--- config.mk ---
export PLATFORM = sky130hd
export DESIGN_NAME = uram_stream_reader
export DESIGN_NICKNAME = d
export VERILOG_FILES = /design/src/rtl/uram_stream_reader.sv
export SDC_FILE = /design/constraint.sdc
export NUM_CORES = 1
export LEC_CHECK = 0
export BUFFER_PORTS_ARGS = -buffer_cell sky130_fd_sc_hd__buf_4
export CAP_MARGIN = 20
export CORE_MARGIN = 1.5
export CORE_UTILIZATION = 58
export CTS_BUF_LIST = sky130_fd_sc_hd__clkbuf_4 sky130_fd_sc_hd__clkbuf_8 sky130_fd_sc_hd__clkbuf_16
export CTS_CLUSTER_SIZE = 24
export DETAILED_ROUTE_END_ITERATION = 8
export GPL_ROUTABILITY_DRIVEN = 0
export HOLD_SLACK_MARGIN = 0.05
export PLACE_DENSITY = 0.8
export SETUP_SLACK_MARGIN = 0.05
export SLEW_MARGIN = 20
export SYNTH_ARGS = -nofsm -noshare
export SYNTH_HDL_FRONTEND = slang
export SYNTH_SLANG_ARGS = --single-unit
export TNS_END_PERCENT = 1
--- constraint.sdc ---
create_clock -name clock -period 3.2 [get_ports clock]
set_input_delay 0.64 -clock clock [delete_from_list [all_inputs] [get_ports clock]]
set_output_delay 0.64 -clock clock [all_outputs]
set_load 0.02 [all_outputs]
--- src/rtl/uram_stream_reader.sv ---
// Streams a (base, count) range out of a fixed-latency, non-stallable memory as valid/ready words.
// Optional stall_cycles counter is enabled by defining URAM_READER_STALL_CNT_EN.
module uram_stream_reader #(
    parameter int unsigned DATA_WIDTH    = 64,
    parameter int unsigned ADDRESS_WIDTH = 12,
    parameter int unsigned READ_LATENCY  = 2
) (
    input  logic                     clock,
    input  logic                     reset_n,
    input  logic                     start,
    input  logic [ADDRESS_WIDTH-1:0] base_addr,
    input  logic [ADDRESS_WIDTH:0]   count,
    output logic                     busy,
    output logic                     done,
    output logic [ADDRESS_WIDTH-1:0] mem_raddr,
    input  logic [DATA_WIDTH-1:0]    mem_dout,
    output logic                     out_valid,
    input  logic                     out_ready,
    output logic [DATA_WIDTH-1:0]    out_data,
    output logic                     out_last
`ifdef URAM_READER_STALL_CNT_EN
    ,
    output logic [31:0]              stall_cycles
`endif
);

    localparam int unsigned FIFO_DEPTH = READ_LATENCY + 2;
    localparam int unsigned PtrW       = $clog2(FIFO_DEPTH);
    localparam int unsigned CntW       = $clog2(FIFO_DEPTH + 1);
    localparam logic [CntW:0] DepthW   = (CntW + 1)'(FIFO_DEPTH);

    typedef enum logic [1:0] {StIdle, StIssue, StDrain} state_e;

    state_e                   state_q, state_d;
    logic [ADDRESS_WIDTH-1:0] addr_q, addr_d;
    logic [ADDRESS_WIDTH:0]   remaining_q, remaining_d;
    logic                     done_q, done_d;
    logic [READ_LATENCY-1:0]  vld_sr_q, vld_sr_d;
    logic [READ_LATENCY-1:0]  last_sr_q, last_sr_d;
    logic [CntW-1:0]          inflight_q, inflight_d;
    logic [CntW-1:0]          fifo_cnt_q, fifo_cnt_d;
    logic [PtrW-1:0]          wr_ptr_q, wr_ptr_d;
    logic [PtrW-1:0]          rd_ptr_q, rd_ptr_d;
    logic [DATA_WIDTH-1:0]    fifo_data_q [FIFO_DEPTH];
    logic [DATA_WIDTH-1:0]    fifo_data_d [FIFO_DEPTH];
    logic [FIFO_DEPTH-1:0]    fifo_last_q, fifo_last_d;

    logic            issue, final_issue, push, pop, accept;
    logic [CntW:0]   credit_used;

    function automatic logic [PtrW-1:0] ptr_inc(input logic [PtrW-1:0] p);
        return (p == PtrW'(FIFO_DEPTH - 1)) ? '0 : p + PtrW'(1);
    endfunction

    // Credit uses registered counts only, so out_ready never reaches mem_raddr combinationally.
    assign credit_used = {1'b0, inflight_q} + {1'b0, fifo_cnt_q};
    assign issue       = (state_q == StIssue) && (credit_used < DepthW);
    assign final_issue = (remaining_q == {{ADDRESS_WIDTH{1'b0}}, 1'b1});
    assign push        = vld_sr_q[READ_LATENCY-1];
    assign pop         = out_valid && out_ready;
    assign accept      = (state_q == StIdle) && start;

    always_comb begin
        state_d     = state_q;
        addr_d      = addr_q;
        remaining_d = remaining_q;
        done_d      = 1'b0;
        fifo_data_d = fifo_data_q;
        fifo_last_d = fifo_last_q;
        wr_ptr_d    = wr_ptr_q;
        rd_ptr_d    = rd_ptr_q;

        vld_sr_d[0]  = issue;
        last_sr_d[0] = issue && final_issue;
        for (int i = 1; i < READ_LATENCY; i++) begin
            vld_sr_d[i]  = vld_sr_q[i-1];
            last_sr_d[i] = last_sr_q[i-1];
        end

        inflight_d = inflight_q + CntW'(issue) - CntW'(push);
        fifo_cnt_d = fifo_cnt_q + CntW'(push) - CntW'(pop);

        if (push) begin
            fifo_data_d[wr_ptr_q] = mem_dout;
            fifo_last_d[wr_ptr_q] = last_sr_q[READ_LATENCY-1];
            wr_ptr_d              = ptr_inc(wr_ptr_q);
        end
        if (pop) begin
            rd_ptr_d = ptr_inc(rd_ptr_q);
        end

        unique case (state_q)
            StIdle: begin
                if (start) begin
                    if (count != '0) begin
                        state_d     = StIssue;
                        addr_d      = base_addr;
                        remaining_d = count;
                    end else begin
                        done_d = 1'b1;
                    end
                end
            end
            StIssue: begin
                if (issue) begin
                    addr_d      = addr_q + ADDRESS_WIDTH'(1);
                    remaining_d = remaining_q - (ADDRESS_WIDTH + 1)'(1);
                    if (final_issue) begin
                        state_d = StDrain;
                    end
                end
            end
            StDrain: begin
                if (pop && out_last) begin
                    state_d = StIdle;
                    done_d  = 1'b1;
                end
            end
            default: state_d = StIdle;
        endcase
    end

    always_ff @(posedge clock or negedge reset_n) begin
        if (!reset_n) begin
            state_q     <= StIdle;
            addr_q      <= '0;
            remaining_q <= '0;
            done_q      <= 1'b0;
            vld_sr_q    <= '0;
            last_sr_q   <= '0;
            inflight_q  <= '0;
            fifo_cnt_q  <= '0;
            wr_ptr_q    <= '0;
            rd_ptr_q    <= '0;
            fifo_data_q <= '{default: '0};
            fifo_last_q <= '0;
        end else begin
            state_q     <= state_d;
            addr_q      <= addr_d;
            remaining_q <= remaining_d;
            done_q      <= done_d;
            vld_sr_q    <= vld_sr_d;
            last_sr_q   <= last_sr_d;
            inflight_q  <= inflight_d;
            fifo_cnt_q  <= fifo_cnt_d;
            wr_ptr_q    <= wr_ptr_d;
            rd_ptr_q    <= rd_ptr_d;
            fifo_data_q <= fifo_data_d;
            fifo_last_q <= fifo_last_d;
        end
    end

    assign busy      = (state_q != StIdle);
    assign done      = done_q;
    assign mem_raddr = addr_q;
    assign out_valid = (fifo_cnt_q != '0);
    assign out_data  = fifo_data_q[rd_ptr_q];
    assign out_last  = out_valid && fifo_last_q[rd_ptr_q];

`ifdef URAM_READER_STALL_CNT_EN
    logic [31:0] stall_q, stall_d;

    always_comb begin
        stall_d = stall_q;
        if (accept) begin
            stall_d = '0;
        end else if (busy && out_valid && !out_ready && (stall_q != '1)) begin
            stall_d = stall_q + 32'd1;
        end
    end

    always_ff @(posedge clock or negedge reset_n) begin
        if (!reset_n) begin
            stall_q <= '0;
        end else begin
            stall_q <= stall_d;
        end
    end

    assign stall_cycles = stall_q;
`else
    logic unused_accept;
    assign unused_accept = accept;
`endif

endmodule

==> results of run 1 <==
[final cells by class]
type / instances / area [µm²] / area share
sequential: 302 / 7560 / 0.459
clock buffer: 39 / 861 / 0.0523
inverter: 16 / 60.1 / 0.00365
timing repair buffer: 191 / 1550 / 0.0943
multi-input combinational: 533 / 5820 / 0.353
tap: 313 / 392 / 0.0238
clock inverter: 14 / 223 / 0.0135
[critical path, cell delays in order, from the launching register on]
cell and delay [ns]:
dfrtp_4 0.64, buf_12 0.28, mux4_2 0.56, buf_4 0.18
[power by group]
group / switching [mW] / internal (mW)
combinational: 3.74 / 4.55
clock: 1.42 / 2.37
sequential: 1.21 / 5.75
total: 6.37 / 12.7
[per-layer routing]
metal,GRT usage,vias to the layer above,wire (µm)
li1,-,3744,-
met1,0.316,4331,11800
met2,0.408,197,14200
met3,0.0443,47,1440
met4,0.0667,0,716
met5,0,-,0
[placed cells by master (no fill, tap or decap), types with 3 or more instances in the layout]
cell       instances
dfrtp_1          300
mux2_2           263
buf_4            181
mux4_2            65
clkbuf_16         31
nand2_1           19
o21ai_0           19
inv_1             16
nor2_1            16
a21oi_1           16
a31oi_1           14
ha_1              14
o31ai_1           10
nand3_1           10
buf_12             9
nor4_1             8
or4_1              8
clkinv_2           7
o32ai_1            6
bufinv_16          6
or3_1              5
nor3_1             4
nand4_1            4
nand2_4            4
mux2i_1            4
clkbuf_4           4
clkbuf_8           4
or2_2              3
nand2b_1           3
o22ai_1            3
[final timing paths]
path                                     from               end  slack [ns]
worst max-delay path              rd_ptr_q[0]      out_data[40]        0.35
worst min-delay path                  reset_n  fifo_data_q[248]        0.05
worst max register to register  fifo_cnt_q[2]    remaining_q[7]        0.43
worst min register to register    vld_sr_q[0]       vld_sr_q[1]        0.35
max in group asynchronous             reset_n      mem_raddr[4]        2.19
min in group clock               mem_dout[62]  fifo_data_q[126]        0.35
[cells by family (layout without fill, tap and decap cells)]
logic type      Yosys count  after routing  synth area share
mux                     334            334             0.328
flops                   302            302             0.553
compound gates           83             83            0.0398
buf+inv                  74            260            0.0235
fa+ha+maj                16             16            0.0157
simple gates             96             96            0.0372
xor+xnor                  4              4           0.00256
[flip-flops by register name, indices dropped and copies added (netlist names), 3 cells and up]
signal       cells
fifo_cnt_q       3
remaining_q     13
fifo_last_q      4
mem_raddr       12
fifo_data_q    256
inflight_q       3
==> flow_summary.json, run 1 <==
{
  "ant_nets": 0,
  "wl_um": 28200,
  "fin_crit_ns": 2.85,
  "post-route-util": 0.719,
  "worst_slew_pin_slew_ns": 0.942,
  "hold_ws_ns": 0.0533,
  "portBuffers": 172,
  "grt_start_max_net_pins": 77,
  "yosysMostFrequentCell": "dfrtp_1",
  "skew_ns": 0.0113,
  "dp.cells": 1355,
  "h-tree-depth": 1,
  "dpl-instance-area_um2": 15400,
  "yosys.area.top_type_share": 0.553,
  "synth_warnings": 0,
  "cp.required_ns": 2.56,
  "criticalPathCategory": "flop to output port",
  "syn-cell-area_um2": 13700,
  "die_w_um": 157,
  "synth.net_count": 1018,
  "min_period_over_period": 0.891,
  "cts-resized-gates": 0,
  "reg2regPathDepth": 5,
  "yosysTopAreaCell": "dfrtp_1",
  "drv_cap": 0,
  "postSynthAreaPerCell_um2": 15.0,
  "path_max_fanout": 25,
  "fin_tns_setup_ns": 0,
  "start_kind": "flop",
  "rsz0062_at_grt": "false",
  "finish.instance_area_um2": 16500,
  "grt_pass1_vias": 8848,
  "hpwl_um": 17800,
  "final_cells": 1408,
  "ys_types": 51,
  "cts_sinks": 302,
  "n_antenna_cell": 0,
  "grt_remaining_overflow": 0,
  "antenna_found_initial": 0,
  "p_leak_nw": 7.14,
  "cts-root-buf": "clkbuf_16",
  "final_nets": 1184,
  "synth-edff-count": 0,
  "ys_seq_area_frac": 0.553,
  "ys_ff_latch": 302,
  "rows": 55,
  "timing.final.ws_setup_ns": 0.347,
  "cts_buffers": 31,
  "layout-drive-gt1-share": 0.536,
  "clk_path_buf_depth": 3,
  "core_um2": 22900,
  "routed_via_density": 5.91,
  "slew_headroom": 0.371,
  "cts_setup_buffers": 0,
  "grt_usage": 0.239,
  "drt_iter0_markers": 448,
  "async_flop_share": 1.00,
  "worstPathArrival_ns": 2.21,
  "hold_class": "input pin to async pin",
  "drt_pass1_iterations": 6,
  "setup_violations": 0,
  "power.density_nw_per_um2": 1160,
  "grt_pass1_wl_um": 46000,
  "hold_viol": 0,
  "synth.area.top_cells": "dfrtp_1, mux2_2, mux4_2",
  "dieArea_um2": 24500,
  "io_pins": 173,
  "ys_top_cells_by_count": "dfrtp_1, mux2_2, mux4_2",
  "die_h_um": 157,
  "max-vdd-ir-drop_v": 0.000709,
  "power.total_mw": 19.0,
  "setup.worst_path.end_class": "output port",
  "wl_per_cell_um": 20.0,
  "yosys_most_used_dff": "dfrtp_1",
  "synth_cells": 909,
  "drcViolationCount": 0,
  "dpl_worst_slack_ns": 0.494,
  "n_fill_cell": 1575,
  "path_clk_slew_ns": 0.07,
  "fmax_mhz": 351,
  "outcome": "finished clean",
  "via_count": 8319,
  "hold_buffers": 0,
  "final_max_slew_viol_count": 0,
  "area_growth_pct": 20.5,
  "initial_core_util": 0.597,
  "cts_tree": "built",
  "clk_latency_ns": 0.54
}
No activity file was read; power rests on OpenSTA's default activity.
==> run 2, diff against run 1 <==
- CORE_UTILIZATION: 58 -> 33
- PLACE_DENSITY: 0.8 -> 0.61
- SETUP_SLACK_MARGIN: 0.05 -> default
==> run 2 against run 1 <==
Effect of this change:
- first-iteration DRC count shrank 4.2%
- register-to-register slack lost 0.09 ns
- routed wire length increased by 11%
- setup slack got worse by 0.013 ns
- global-route usage is 8.8 points lower
- via count increased by 1.3%
- critical path depth unchanged
- worst hold slack gained 0.034 ns
- die area is 74% higher
- critical path type unchanged
- highest routed layer unchanged
==> flow_summary.json, run 2 (same netlist as run 1, synthesis figures left out) <==
{
  "p_leak_nw": 7.21,
  "grt_usage": 0.151,
  "met2_usage": 0.237,
  "fin_crit_ns": 2.87,
  "power.total_mw": 19.3,
  "fmax_mhz": 349,
  "routed_via_density": 5.14,
  "final_max_slew_viol_count": 0,
  "initial_core_util": 0.335,
  "cts_sinks": 302,
  "path_clk_slew_ns": 0.06,
  "wl_um": 31200,
  "cts_setup_buffers": 0,
  "layout_commonest_cell": "dfrtp_1",
  "use_met1": 0.210,
  "skew_ns": 0.0143,
  "min_period_over_period": 0.896,
  "largest_register": "fifo_data_q",
  "wl_per_cell_um": 19.0,
  "cts-resized-gates": 0,
  "hold_class": "input pin to async pin",
  "largest_reg_flops": 256,
  "grt_busiest_layer": "met2",
  "start_kind": "flop",
  "worstPathArrival_ns": 2.23,
  "timing.final.ws_setup_ns": 0.334,
  "h-tree-depth": 2,
  "dieArea_um2": 42700,
  "drt_pass1_iterations": 5,
  "grt_start_max_net_pins": 72,
  "io_pins": 173,
  "ant_nets": 0,
  "path_max_fanout": 32,
  "outcome": "finished clean",
  "rows": 74,
  "grt_pass1_wl_um": 50100,
  "cts_tree": "built",
  "path_cells": "buf_12, mux4_2, buf_4",
  "max-vdd-ir-drop_v": 0.000513,
  "dpl_worst_slack_ns": 0.358,
  "drt_iter0_markers": 429,
  "portBuffers": 172,
  "slew_headroom": 0.412,
  "power.density_nw_per_um2": 1140,
  "setup_violations": 0,
  "drcViolationCount": 0,
  "area_growth_pct": 23.4,
  "core_um2": 40800,
  "via_count": 8423,
  "final_nets": 1194,
  "hpwl_um": 19100,
  "cp.required_ns": 2.56,
  "grt_remaining_overflow": 0,
  "criticalPathCategory": "flop to output port",
  "use_met3": 0.0309,
  "setup.worst_path.end_class": "output port",
  "clk_latency_ns": 0.52,
  "rsz0062_at_grt": "false",
  "layout-drive-gt1-share": 0.541,
  "cts_buffers": 36,
  "dp.cells": 1579,
  "slowest_stage": "dfrtp_4",
  "n_antenna_cell": 0,
  "grt_pass1_vias": 8961,
  "die_w_um": 207,
  "worst_slew_pin_slew_ns": 0.882,
  "final_cells": 1638,
  "hold_buffers": 0,
  "cp-startpoint": "rd_ptr_q[0]",
  "hold_viol": 0,
  "antenna_found_initial": 0,
  "drv_cap": 0,
  "fin_tns_setup_ns": 0,
  "die_h_um": 207,
  "cts-root-buf": "clkbuf_16",
  "clk_path_buf_depth": 3,
  "layout_common_cells": "dfrtp_1, mux2_2, buf_4, mux4_2, clkbuf_16",
  "slowest_delay_ns": 0.60,
  "rr_startpoint": "fifo_cnt_q[2]"
}
-- run 2: layout make-up --
cell class	count	area, µm²
Multi-Input combinational cell	533	5820
Sequential cell	302	7560
Clock inverter	6	83.8
Fill cell	3770	24000
Tap cell	532	666
Clock buffer	53	1100
Inverter	16	60.1
Timing Repair Buffer	196	1580
-- run 2: metrics by stage --
step / hold WS (ns) / instance area (µm²) / utilization
floorplan: 0.331 / 13700 / -
global placement: 0.336 / 15700 / 0.384
detailed placement: 0.339 / 15700 / 0.384
CTS: 0.0823 / 16900 / 0.413
global route: 0.0970 / 16900 / 0.413
finish: 0.0869 / 16900 / 0.413
-- run 2: final timing paths --
path | endpoint | slack (ns) | cells after the start
worst min-delay path | fifo_data_q[200] | 0.09 | 1
min in group clock | last_sr_q[1] | 0.34 | 0
worst min register to register | last_sr_q[1] | 0.34 | 0
max in group asynchronous | rd_ptr_q[0] | 2.28 | 2
worst max register to register | remaining_q[8] | 0.34 | 5
worst max-delay path | out_data[20] | 0.33 | 3
-- run 2: critical path: cells and delay by family, from the launching register on --
kind	cells	cell delay (ns)
buffers and inverters	2	0.49
flip-flops	1	0.60
multiplexers	1	0.56
-- run 2: report_power, final --
part / internal [mW] / leakage, nW / total (mW) / switching [mW]
Sequential: 5.75 / 3.54 / 6.94 / 1.19
Clock: 2.52 / 0.594 / 4.08 / 1.56
Combinational: 4.52 / 3.09 / 8.29 / 3.77
Total: 12.8 / 7.21 / 19.3 / 6.51
-- run 2: routing by layer --
| metal | wire length [µm] | up-vias |
|---|---|---|
| li1 | - | 3770 |
| met1 | 14400 | 4441 |
| met2 | 14700 | 175 |
| met3 | 1550 | 37 |
| met4 | 537 | 0 |
| met5 | 0 | - |
